File: config.mk
export PLATFORM = sky130hd
export DESIGN_NAME = alu_seq_4bit
export DESIGN_NICKNAME = d
export VERILOG_FILES = /design/src/rtl/alu_seq_4bit.sv
export SDC_FILE = /design/constraint.sdc
export NUM_CORES = 1
export LEC_CHECK = 0
export ABC_AREA = 1
export CORE_MARGIN = 1
export CORE_UTILIZATION = 56
export DETAILED_ROUTE_END_ITERATION = 12
export PLACE_DENSITY = 0.8
export SETUP_SLACK_MARGIN = 0.05
export SYNTH_ARGS = -nofsm -noshare
export SYNTH_HDL_FRONTEND = slang
export SYNTH_SLANG_ARGS = --single-unit
File: constraint.sdc
create_clock -name clk -period 3.1 [get_ports clk]
set_input_delay 0.62 -clock clk [delete_from_list [all_inputs] [get_ports clk]]
set_output_delay 0.62 -clock clk [all_outputs]
set_load 0.05 [all_outputs]
File: src/rtl/alu_seq_4bit.sv
// 4-bit ALU stage: AND/OR/XOR in one cycle, ADD bit-serially through one full-adder slice.
// Latency: out_valid 1 cycle after accept for logic ops, 4 cycles after the accept edge for serial ADD.
// Backpressure: result and flags are held while out_ready=0; in_ready drops until the result drains.
module alu_seq_4bit #(
  parameter bit SERIAL_ADD = 1'b1
) (
  input  logic       clk,
  input  logic       rst,
  input  logic [3:0] a,
  input  logic [3:0] b,
  input  logic [1:0] op,
  input  logic       in_valid,
  output logic       in_ready,
  output logic [3:0] result,
  output logic       carry,
  output logic       zero,
  output logic       ovf,
  output logic       out_valid,
  input  logic       out_ready
);

  typedef enum logic [1:0] {
    ST_IDLE = 2'd0,
    ST_ADD  = 2'd1,
    ST_DONE = 2'd2
  } state_t;

  localparam logic [1:0] OP_AND = 2'b00;
  localparam logic [1:0] OP_OR  = 2'b01;
  localparam logic [1:0] OP_XOR = 2'b10;
  localparam logic [1:0] OP_ADD = 2'b11;

  state_t     state;
  state_t     state_nxt;

  // Handshake qualifiers
  logic       accept;
  logic       serial_start;

  // Operands captured for the serial adder; the source may change a/b after accept
  logic [3:0] a_q;
  logic [3:0] b_q;
  logic [1:0] bit_cnt;
  logic       c_int;

  // Single-cycle datapath results
  logic [4:0] sum_full;
  logic [3:0] fast_res;
  logic       fast_carry;
  logic       fast_ovf;

  // Serial full-adder slice
  logic       a_bit;
  logic       b_bit;
  logic       sum_bit;
  logic       c_next;
  logic       last_bit;

  // A new op can enter when idle, or when the held result is being taken this same edge
  assign in_ready     = (state == ST_IDLE) || ((state == ST_DONE) && out_ready);
  assign accept       = in_valid && in_ready;
  assign serial_start = accept && (op == OP_ADD) && SERIAL_ADD;

  assign out_valid    = (state == ST_DONE);
  // zero must not advertise a stale or partial result
  assign zero         = out_valid && (result == 4'b0000);

  assign sum_full     = {1'b0, a} + {1'b0, b};

  // One-cycle result for logic ops, and for ADD when the serial path is disabled
  always_comb begin
    fast_res   = 4'b0000;
    fast_carry = 1'b0;
    fast_ovf   = 1'b0;
    case (op)
      OP_AND: fast_res = a & b;
      OP_OR:  fast_res = a | b;
      OP_XOR: fast_res = a ^ b;
      OP_ADD: begin
        fast_res   = sum_full[3:0];
        fast_carry = sum_full[4];
        fast_ovf   = (a[3] == b[3]) && (sum_full[3] != a[3]);
      end
      default: fast_res = 4'b0000;
    endcase
  end

  // Bit slice for the serial adder: one sum bit and the ripple carry per cycle
  always_comb begin
    a_bit    = a_q[bit_cnt];
    b_bit    = b_q[bit_cnt];
    sum_bit  = a_bit ^ b_bit ^ c_int;
    c_next   = (a_bit & b_bit) | (a_bit & c_int) | (b_bit & c_int);
    last_bit = (bit_cnt == 2'd3);
  end

  // Next-state logic for IDLE -> (ADD ->) DONE -> IDLE, with DONE able to chain straight into a new op
  always_comb begin
    state_nxt = state;
    case (state)
      ST_IDLE: begin
        if (accept) begin
          state_nxt = serial_start ? ST_ADD : ST_DONE;
        end
      end
      ST_ADD: begin
        if (last_bit) begin
          state_nxt = ST_DONE;
        end
      end
      ST_DONE: begin
        if (accept) begin
          state_nxt = serial_start ? ST_ADD : ST_DONE;
        end else if (out_ready) begin
          state_nxt = ST_IDLE;
        end
      end
      default: state_nxt = ST_IDLE;
    endcase
  end

  // State register; reset wins over any in-flight operation
  always_ff @(posedge clk) begin
    if (rst) begin
      state <= ST_IDLE;
    end else begin
      state <= state_nxt;
    end
  end

  // Result/flag registers and serial adder bookkeeping
  always_ff @(posedge clk) begin
    if (rst) begin
      result  <= 4'b0000;
      carry   <= 1'b0;
      ovf     <= 1'b0;
      a_q     <= 4'b0000;
      b_q     <= 4'b0000;
      bit_cnt <= 2'd0;
      c_int   <= 1'b0;
    end else if (accept) begin
      if (serial_start) begin
        // result bits are overwritten one per cycle; flags settle on the last bit
        a_q     <= a;
        b_q     <= b;
        bit_cnt <= 2'd0;
        c_int   <= 1'b0;
        carry   <= 1'b0;
        ovf     <= 1'b0;
      end else begin
        result  <= fast_res;
        carry   <= fast_carry;
        ovf     <= fast_ovf;
      end
    end else if (state == ST_ADD) begin
      result[bit_cnt] <= sum_bit;
      c_int           <= c_next;
      bit_cnt         <= bit_cnt + 2'd1;
      if (last_bit) begin
        carry <= c_next;
        ovf   <= (a_q[3] == b_q[3]) && (sum_bit != a_q[3]);
      end
    end
  end

endmodule

Word level (Yosys, flattened, before mapping):

Cells that the tools add are included.

* bits in latches: 0
* memories kept: 0
* memory bits (read-only): 0
* word-level logic and storage cells: 88
* output and inout bits: 9
* RAM bits: 0
* input bits: 14
* flip-flop bits (word level): 19

* shifts and indexed selects: 0
* order comparisons: 2
* equality and inequality tests: 15
* bitwise gates (word level): 10
* div/mod/pow operators: 0
* add/subtract/negate cells: 2
* multiplexer cells: 33
* $mul: 0
* reductions and logical operators: 18

Operators with widths (number)
* $mux W1: 16
* $mux W2: 8
* $pmux W4 S4: 1
* $mux W4: 3
* $eq A2 B2 Y1 const B: 4
* $reduce_and A2 Y1: 4
* $logic_and A1 B1 Y1: 7
* $ne A2 B2 Y1 const B: 3
* $pmux W2 S3: 1
* $add A4 B4 Y5: 1
* $and A4 B4 Y4: 1
* $bmux W1 S2: 2
* $bwmux W4: 1
* $eq A2 B1 Y1 const B: 2
* $logic_not A2 Y1: 2
* $logic_not A4 Y1: 1
* $or A4 B4 Y4: 1
* $reduce_bool A2 Y1: 2
* $xor A4 B4 Y4: 1
* $and A1 B1 Y1: 3
* $lt A2 B3 Y1 const B: 1
* $ne A3 B1 Y1 const B: 1
* $reduce_and A3 Y1: 1
* $add A2 B1 Y2 const B: 1
* other kinds (8): 12

Depth between registers and ports, before layout:

Gate-level depths: netlist of the first run.

* depth after elaboration: 9
* gate-level depth with buffers: 10
* depth with buffers taken out: 10

Worst setup path after synthesis of the first run:

OpenSTA, ideal clock, no wires.

* path kind: register to output
* start point: register state[1]
* end point: output zero
* required time: 2.480 ns
* stages on the path, launching flop included: 5
* path buffers: 0
* path slack: 0.178 ns
* data arrival time: 2.302 ns
* cells stage by stage: dfxtp_1 inv_1 nor2_1 nand3_1 nor3_1

* longest elaborated chain between the ends: 2

RTL lines
* from (decl): line 33 `state_t state;`
* from (signal assigned): line 127 `state <= state_nxt;`
* $eq A2 B2 Y1: line 64 `assign out_valid = (state == ST_DONE);`
* via out_valid: line 18 `output logic out_valid,`
* $logic_and A1 B1 Y1: line 66 `assign zero = out_valid && (result == 4'b0000);`
* to (decl): line 16 `output logic zero,`

The timed path passes the listed nets, and every way through them passes these cells.

Worst setup path in the final report of the first run:

* start point: input out_ready
* end point: output in_ready

* longest elaborated chain between the ends: 2

RTL lines
* from (decl): line 19 `input logic out_ready`
* $logic_and A1 B1 Y1: line 60 `assign in_ready = (state == ST_IDLE) || ((state == ST_DONE) && out_ready);`
* $logic_or A1 B1 Y1: line 60
* to (decl): line 13 `output logic in_ready,`

Every way passes these cells.

==> results of run 1 <==
worst max-delay path by stage:
stage / startpoint / to / slack, ps / cells after the start
global route: out_ready / in_ready / 360 / 4
global placement: out_ready / in_ready / 430 / 4
floorplan: state[1]$_SDFFE_PP0P_ / zero / 180 / 4
CTS: out_ready / in_ready / 400 / 4
finish: out_ready / in_ready / 410 / 4
detailed placement: out_ready / in_ready / 410 / 4
report_power, final:
part | leakage (nW) | internal (W) | total [W] | switching, W
sequential | 0.155 | 0.000256 | 0.000265 | 0.00000829
combinational | 0.572 | 0.0000640 | 0.000173 | 0.000109
clock | 0.0150 | 0.0000501 | 0.000123 | 0.0000731
total | 0.742 | 0.000371 | 0.000561 | 0.000191
final cells by class:
class,count,area [um^2]
multi-input cells,133,748
fillers,189,637
flip-flops and latches,19,380
repair buffers,23,228
inverters,42,158
well taps,28,35.0
clock buffers,4,26.3
tightest hold or removal path, stage by stage (launching register included):
cell and delay, ps:
dfxtp_1 310, inv_1 50, a21oi_1 60
sequential cells by signal (all words and copies together), names as in the netlist:
register / cells
a_q: 4
result: 4
c_int: 1
state: 2
b_q: 4
bit_cnt: 2
ovf: 1
carry: 1
metrics by stage:
stage	util, %	power [W]	worst slack, ps
global route	71.2	0.000599	356
floorplan	-	0.000388	178
global placement	70.0	0.000438	429
finish	71.2	0.000561	410
detailed placement	70.0	0.000443	409
CTS	71.2	0.000565	403
cell families (layout without fill, tap and decap cells):
family	count (synthesis)	count (layout)	share of synthesized area, %
compound gates	37	37	14.7
fa+ha+maj	14	14	14.4
buf+inv	47	69	14.8
flops	19	19	28.7
simple gates	82	82	27.4
cells in the final DEF (no fill, tap or decap):
master,synthesis,final
a211oi_1,1,1
a21oi_1,20,20
a21oi_2,1,1
a31oi_1,1,1
buf_4,1,1
clkbuf_1,1,1
clkbuf_4,0,3
clkdlybuf4s50_1,0,22
clkinv_1,2,2
dfxtp_1,19,19
fa_1,2,2
ha_1,12,12
inv_1,38,38
inv_2,2,2
nand2_1,45,45
nand2_2,1,1
nand2_4,1,1
nand3_1,18,18
nand3b_1,2,2
nand4_1,1,1
nor2_1,10,10
nor2_2,1,1
nor2_4,1,1
nor3_1,2,2
o211ai_1,1,1
o21ai_0,12,12
o21ai_1,1,1
metal layers:
layer	up-vias	track usage [%]
met3	2	3.64
met5	-	0
met1	552	32.2
li1	676	-
met2	27	48.2
met4	0	5.56
==> out/results.ini, run 1 <==
[global_route]
grt_pass1_vias = 1216
antenna_found_initial = 0
grt_pass1_wl_um = 5110
grt_max_degree = 16
grt_usage_pct = 26.3
gr-total-overflow = 0

[detailed_routing]
post-route-drc-count = 0
wl_per_cell_um = 11.5
wl_met3_um = 80
met2_length_um = 1420
antenna_left = 0
dr.first_iter.drc_count = 25
routed.top_layer = met4
met1_length_um = 1340
via_per_inst = 5.05
drtPass1Iterations = 4
drt_wl_total_um = 2860
num_vias = 1257

[layout]
layout.cells.non_filler = 249
fin_area_um2 = 1580
nets = 250
drive_gt1_share_pct = 4.98
antenna_cells = 0
area_growth_pct = 18.9

[clock_tree]
clock-sinks = 19
post-cts-setup-buffer-count = 0
cts-htree-levels = 1
clock-root-buffer = clkbuf_4
cts_resized = 0
cts_tree = yes
holdBufCountCts = 0
worstSkewPairLatency_ps = 300
clk_pin_slew_worst_paths_ps = 100
cts_buffer_depth = 2
numCtsBuffers = 3

[setup_path]
path_cells = clkdlybuf4s50_1, nor2_2, nor2_1, clkdlybuf4s50_1
critPathKind = in -> out
critical_path.slowest_cell = clkdlybuf4s50_1
rr_worst_depth = 9
crit_path_start_kind = input port
path_common_cell = clkdlybuf4s50_1
cp_max_fo = 2
reg2reg_to = result[1]$_SDFFE_PP0P_
regToRegSetupSlack_ps = 1110
slowest_delay_ps = 800
cp_top_family = buffers and inverters
worst_ep_required_time_ps = 2480
critPathBufInv = 2
cp-end-kind = output port
cp.arrival_ps = 2070
regToRegStartpoint = bit_cnt[0]$_SDFFE_PP0P_

[logic_synthesis]
ys_seq_elements = 19
synth_edf_count = 0
synthesis.nets = 227
synth.distinct_cells = 27
netlist_area_um2 = 1330
yosysWarnings = 0
yosysTopAreaCellShare_pct = 28.7
synthArstFlopShare_pct = 0
ys.flop_type = dfxtp_1
ys_seq_area_share_pct = 28.7
yosysMostFrequentCell = nand2_1
synthTopCellsByCount = 45 x nand2_1, 38 x inv_1, 20 x a21oi_1
syn_inst = 199
synth_area_per_cell_um2 = 6.66
synth_area_leaders = dfxtp_1 29%, nand2_1 13%, ha_1 11%
yosys.area.top_type = dfxtp_1

[timing]
rsz0062_at_grt = false
maxSlewHeadroom_pct = 66.7
max_clock_freq_ghz = 0.372
fin_crit_sh_pct = 86.8
final.setup.tns_ps = 0
hold_viol = 0
finClkSkew_ps = 4.86
setup_viol = 0
worstMarginPinSlew_ps = 498
timing.hold.ws_ps = 461
slew_violations = 0
fin_crit_ps = 2690

[die]
die_h_um = 50.6
initial_core_util_pct = 59.9
fp.dieArea_um2 = 2560
design.core.area_um2 = 2210
rows = 17
die_w_um = 50.6
io_pins = 23

[run_status]
outcome = completed

[hold_path]
min_from = b_q[0]$_SDFFE_PP0N_
hold_path.class = reg -> reg
holdPathEnd = b_q[0]$_SDFFE_PP0N_
worstHoldPathCells = 2

[placement]
placed_cell_area_um2 = 1550
dpl.cell_count = 245
post-dp-hpwl_um = 2350
port-buffer-count = 22
place_congestion = 0.864

[pwr]
p_per_area_nw_per_um2 = 356
peakVddDrop_v = 0.000293
p_leak_nw = 0.742

[flow_run]
cap_violations = 0

No activity file was read; power rests on OpenSTA's default activity.
==> run 2, diff against run 1 <==
--- a/config.mk
+++ b/config.mk
@@ -7,9 +7,9 @@
 export LEC_CHECK = 0
 export ABC_AREA = 1
 export CORE_MARGIN = 1
-export CORE_UTILIZATION = 56
+export CORE_UTILIZATION = 52
 export DETAILED_ROUTE_END_ITERATION = 12
-export PLACE_DENSITY = 0.8
+export PLACE_DENSITY = 0.75
 export SETUP_SLACK_MARGIN = 0.05
 export SYNTH_ARGS = -nofsm -noshare
 export SYNTH_HDL_FRONTEND = slang
==> constraint.sdc (replaced) <==
create_clock -name clk -period 2.93 [get_ports clk]
set_input_delay 0.586 -clock clk [delete_from_list [all_inputs] [get_ports clk]]
set_output_delay 0.586 -clock clk [all_outputs]
set_load 0.05 [all_outputs]
==> out/results.ini, run 2 (synthesis results as in run 1) <==
[run_status]
outcome = completed

[detailed_routing]
num_vias = 1293  ; +2.9%
dr.first_iter.drc_count = 34  ; +36%
via_per_inst = 5.19  ; +2.9%
wl_per_cell_um = 11.9  ; +4.1%
antenna_left = 0  ; unchanged
drt_wl_total_um = 2980  ; +4.1%
drtPass1Iterations = 4  ; unchanged
post-route-drc-count = 0  ; unchanged

[pwr]
p_per_area_nw_per_um2 = 376  ; +5.5%
p_leak_nw = 0.745  ; +0.46%
power_frac_seq_pct = 47.4  ; +0.2 points
clkPwrFrac_pct = 21.5  ; -0.5 points
switchingPower_w = 0.000202  ; +5.6%
switching_share_pct = 34.0  ; about the same
pwr-share-comb_pct = 31.1  ; +0.2 points
peakVddDrop_v = 0.000239  ; -19%
p_int_w = 0.000392  ; +5.7%

[timing]
maxSlewHeadroom_pct = 65.5  ; -1.2 points
rsz0062_at_grt = false
fin_crit_sh_pct = 86.9
hold_viol = 0  ; unchanged
max_clock_freq_ghz = 0.393
slew_violations = 0  ; unchanged
finClkSkew_ps = 7.04  ; +2.19 ps
fin_crit_ps = 2550
worstMarginPinSlew_ps = 516  ; +18.3 ps
final.setup.tns_ps = 0  ; unchanged
setup_viol = 0  ; unchanged

[clock_tree]
clk_pin_slew_worst_paths_ps = 100  ; about the same
cts_tree = yes
clock-root-buffer = clkbuf_4
cts_resized = 0  ; unchanged
clock-sinks = 19  ; unchanged
post-cts-setup-buffer-count = 0  ; unchanged
worstSkewPairLatency_ps = 300  ; about the same
numCtsBuffers = 3  ; unchanged
cts_buffer_depth = 2  ; unchanged
cts-htree-levels = 1  ; unchanged
holdBufCountCts = 0  ; unchanged

[layout]
multiInputGateArea_um2 = 753  ; +0.67%
drive_gt1_share_pct = 5.88  ; +0.90 points
nets = 250  ; unchanged
fin_area_um2 = 1580  ; +0.16%
antenna_cells = 0  ; unchanged
largestRegisters = a_q (4), b_q (4), result (4)
seqCellArea_um2 = 380  ; unchanged
fill_cells = 222  ; +17%
area_growth_pct = 19.1
final_common_cell = nand2_1
layout_common_cells = 45 x nand2_1, 38 x inv_1, 21 x clkdlybuf4s50_1, 20 x a21oi_1, 19 x dfxtp_1

[global_route]
grt_usage_pct = 25.1  ; -1.2 points
grt_pass1_wl_um = 4990  ; -2.3%
antenna_found_initial = 0  ; unchanged
grt_max_degree = 16  ; unchanged
gr-total-overflow = 0  ; unchanged
grt_pass1_vias = 1183  ; -2.7%

[die]
fp.dieArea_um2 = 2750  ; +7.4%
rows = 17  ; unchanged
initial_core_util_pct = 57.7  ; -2.2 points
die_w_um = 52.5  ; +3.6%
io_pins = 23  ; unchanged
die_h_um = 52.5  ; +3.6%
design.core.area_um2 = 2300  ; +3.8%

[setup_path]
cp.arrival_ps = 1960  ; -110 ps
cp-end-kind = output port
cp_max_fo = 3  ; +1
crit_path_start_kind = register
critPathKind = reg -> out
worst_ep_required_time_ps = 2340  ; -140 ps

[hold_path]
hold_path.class = reg -> reg

[flow_run]
cap_violations = 0  ; unchanged

[placement]
placed_cell_area_um2 = 1550  ; +0.16%
place_congestion = 0.954  ; +10%
port-buffer-count = 22  ; unchanged
post-dp-hpwl_um = 2470  ; +5.2%

[run 2: path summary, 6_finish.rpt]
| kind | start | end | slack, ps | depth (start not counted) |
|---|---|---|---|---|
| worst max-delay path | state[1]$_SDFFE_PP0P_ | zero | 380 | 5 |
| worst min-delay path | b_q[0]$_SDFFE_PP0N_ | b_q[0]$_SDFFE_PP0N_ | 460 | 2 |
| worst max register to register | bit_cnt[0]$_SDFFE_PP0P_ | result[1]$_SDFFE_PP0P_ | 960 | 9 |
| worst min register to register | b_q[0]$_SDFFE_PP0N_ | b_q[0]$_SDFFE_PP0N_ | 460 | 2 |
[run 2: routing by layer]
metal / global-route usage [%] / wire, um / vias to the layer above
met3: 4.35 / 136 / 6
met5: 0 / 0 / -
met4: 5.26 / 27 / 0
met2: 45.1 / 1450 / 34
met1: 30.8 / 1360 / 584
li1: - / - / 669
[run 2: worst max-delay path, cell delays in order, from the launching register on]
cell and delay (ps):
dfxtp_1 340, inv_1 70, nor2_1 160, nand3_1 120
nor3_2 140, clkdlybuf4s50_1 820
[run 2: power groups by stage]
stage | clock, W | combinational, W | sequential (W)
6_report | 0.000127 | 0.000185 | 0.000281
5_1_grt | 0.000143 | 0.000206 | 0.000283
4_1_cts | 0.000132 | 0.000185 | 0.000281
3_5_place_dp | 0 | 0.000184 | 0.000287
3_3_place_gp | 0 | 0.000180 | 0.000287
2_1_floorplan | 0 | 0.000108 | 0.000304
[run 2: final cells by class]
| class | instances | share of cell area, % |
|---|---|---|
| clock buffer | 4 | 1.67 |
| tap | 28 | 2.22 |
| sequential | 19 | 24.1 |
| multi-input combinational | 133 | 47.7 |
| inverter | 42 | 9.99 |
| timing repair buffer | 23 | 14.3 |
[run 2: metrics by stage]
stage	instances	total power (W)	worst slack, ps	hold slack [ps]	util, %
finish	249	0.000593	383	459	68.7
global placement	245	0.000466	663	441	67.5
CTS	249	0.000599	368	465	68.7
floorplan	199	0.000412	431	426	-
global route	249	0.000631	212	476	68.7
detailed placement	245	0.000471	624	451	67.5
==> run 3, diff against run 2 <==
==> constraint.sdc (replaced) <==
create_clock -name clk -period 2.6 [get_ports clk]
set_input_delay 0.52 -clock clk [delete_from_list [all_inputs] [get_ports clk]]
set_output_delay 0.52 -clock clk [all_outputs]
set_load 0.05 [all_outputs]
==> out/results.ini, run 3 (synthesis results as in run 1) <==
[layout]
layout.cells.non_filler = 249  ; unchanged
nets = 250  ; unchanged
largestRegisters = a_q (4), b_q (4), result (4)
area_growth_pct = 20.0
layout_common_cells = 45 x nand2_1, 38 x inv_1, 21 x clkdlybuf4s50_1, 20 x a21oi_1, 19 x dfxtp_1
antenna_cells = 0  ; unchanged
drive_gt1_share_pct = 5.88  ; unchanged
final_common_cell = nand2_1

[clock_tree]
holdBufCountCts = 0  ; unchanged
cts_resized = 0  ; unchanged
cts-htree-levels = 1  ; unchanged
post-cts-setup-buffer-count = 0  ; unchanged
clock-sinks = 19  ; unchanged
cts_buffer_depth = 2  ; unchanged
cts_tree = yes
numCtsBuffers = 3  ; unchanged
worstSkewPairLatency_ps = 300  ; about the same
clk_pin_slew_worst_paths_ps = 100  ; about the same
clock-root-buffer = clkbuf_4

[pwr]
p_int_w = 0.000445  ; +14%
pwr-share-comb_pct = 31.0  ; about the same
total_power_w = 0.000681  ; +15%
p_leak_nw = 0.751  ; +0.78%
clkPwrFrac_pct = 22.5  ; +1.0 points
switching_share_pct = 34.6  ; +0.66 points
p_per_area_nw_per_um2 = 428  ; +14%
peakVddDrop_v = 0.000305  ; +28%
switchingPower_w = 0.000236  ; +17%
power_frac_seq_pct = 46.5  ; -0.9 points

[die]
initial_core_util_pct = 57.7  ; unchanged
rows = 17  ; unchanged
die_h_um = 52.5  ; unchanged
fp.dieArea_um2 = 2750  ; unchanged
die_w_um = 52.5  ; unchanged
io_pins = 23  ; unchanged
design.core.area_um2 = 2300  ; unchanged

[detailed_routing]
antenna_left = 0  ; unchanged
via_per_inst = 5.08  ; -2.2%
drt_wl_total_um = 2960  ; -0.64%
wl_per_cell_um = 11.9  ; -0.64%
num_vias = 1264  ; -2.2%
post-route-drc-count = 0  ; unchanged
dr.first_iter.drc_count = 32  ; -5.9%
drtPass1Iterations = 4  ; unchanged

[timing]
fin_crit_sh_pct = 93.6
hold_viol = 0  ; unchanged
setup_viol = 0  ; unchanged
worstMarginPinSlew_ps = 497  ; -19.6 ps
slew_violations = 0  ; unchanged
finClkSkew_ps = 4.27  ; -2.77 ps
rsz0062_at_grt = false
fin_crit_ps = 2430
timing.hold.ws_ps = 463  ; +4.47 ps
max_clock_freq_ghz = 0.411
maxSlewHeadroom_pct = 66.8  ; +1.3 points
final.setup.tns_ps = 0  ; unchanged

[setup_path]
crit_path_start_kind = register
rr_worst_depth = 9  ; unchanged
cp_max_fo = 3  ; unchanged
cp-end-kind = output port
regToRegStartpoint = bit_cnt[0]$_SDFFE_PP0P_
worst_ep_required_time_ps = 2080  ; -260 ps
cp-endpoint = zero
regToRegSetupSlack_ps = 610  ; -350 ps
crit_start = state[1]$_SDFFE_PP0P_
reg2reg_to = result[1]$_SDFFE_PP0P_
critPathKind = reg -> out
cp.arrival_ps = 1910  ; -50 ps

[run_status]
outcome = completed

[global_route]
gr-total-overflow = 0  ; unchanged
grt_pass1_wl_um = 4910  ; -1.5%
grt_max_degree = 16  ; unchanged
grt_pass1_vias = 1157  ; -2.2%
antenna_found_initial = 0  ; unchanged
grt_usage_pct = 24.7  ; -0.39 points

[placement]
dpl.cell_count = 245  ; unchanged
port-buffer-count = 22  ; unchanged
post-dp-hpwl_um = 2370  ; -4.0%
place_congestion = 0.960  ; +0.66%

[flow_run]
cap_violations = 0  ; unchanged

[hold_path]
hold_path.class = reg -> reg

==> run 3: cell counts in the layout (fill, tap and decap cells not counted) <==
Identical to the previous run, type by type.
==> run 3: worst min path at each step <==
stage | from | end | slack [ps] | depth (start not counted)
CTS | a_q[2]$_SDFFE_PP0N_ | a_q[2]$_SDFFE_PP0N_ | 460 | 2
global placement | a_q[0]$_SDFFE_PP0N_ | a_q[0]$_SDFFE_PP0N_ | 440 | 2
detailed placement | a_q[2]$_SDFFE_PP0N_ | a_q[2]$_SDFFE_PP0N_ | 450 | 2
global route | a_q[0]$_SDFFE_PP0N_ | a_q[0]$_SDFFE_PP0N_ | 480 | 2
floorplan | a_q[0]$_SDFFE_PP0N_ | a_q[0]$_SDFFE_PP0N_ | 430 | 2
finish | b_q[0]$_SDFFE_PP0N_ | b_q[0]$_SDFFE_PP0N_ | 460 | 2
==> run 3: power by group through the flow <==
stage | Sequential (W) | Combinational [W] | Clock, W
floorplan | 0.000342 | 0.000122 | 0
global placement | 0.000323 | 0.000207 | 0
detailed placement | 0.000324 | 0.000210 | 0
CTS | 0.000317 | 0.000211 | 0.000157
global route | 0.000319 | 0.000235 | 0.000166
finish | 0.000317 | 0.000211 | 0.000153
==> run 3: through the flow <==
stage                     setup slack, ps  instance area (um^2)  util (%)
after floorplan                       167                  1330         -
after global placement                398                  1560      68.1
after detailed placement              356                  1560      68.1
after CTS                             148                  1590      69.2
after global routing                 56.6                  1590      69.2
final                                 166                  1590      69.2
==> run 3: critical path, cell delays in order (launching register included) <==
cell and delay [ps]:
dfxtp_1 340, inv_1 70, nor2_1 160, nand3_1 110
nor3_2 110, clkdlybuf4s50_1 810
==> run 3: area by class of cell <==
| cell class | instances | area (um^2) |
|---|---|---|
| multi-input combinational | 133 | 753 |
| fill | 211 | 707 |
| sequential | 19 | 380 |
| timing repair buffer | 23 | 238 |
| inverter | 42 | 158 |
| tap | 28 | 35.0 |
| clock buffer | 4 | 26.3 |
==> run 3: routing by layer <==
metal | wire length [um] | up-vias | global-route usage [%]
met5 | 0 | - | 0
met1 | 1430 | 557 | 30.4
met3 | 102 | 4 | 3.48
li1 | - | 671 | -
met4 | 26 | 0 | 7.89
met2 | 1400 | 32 | 43.7
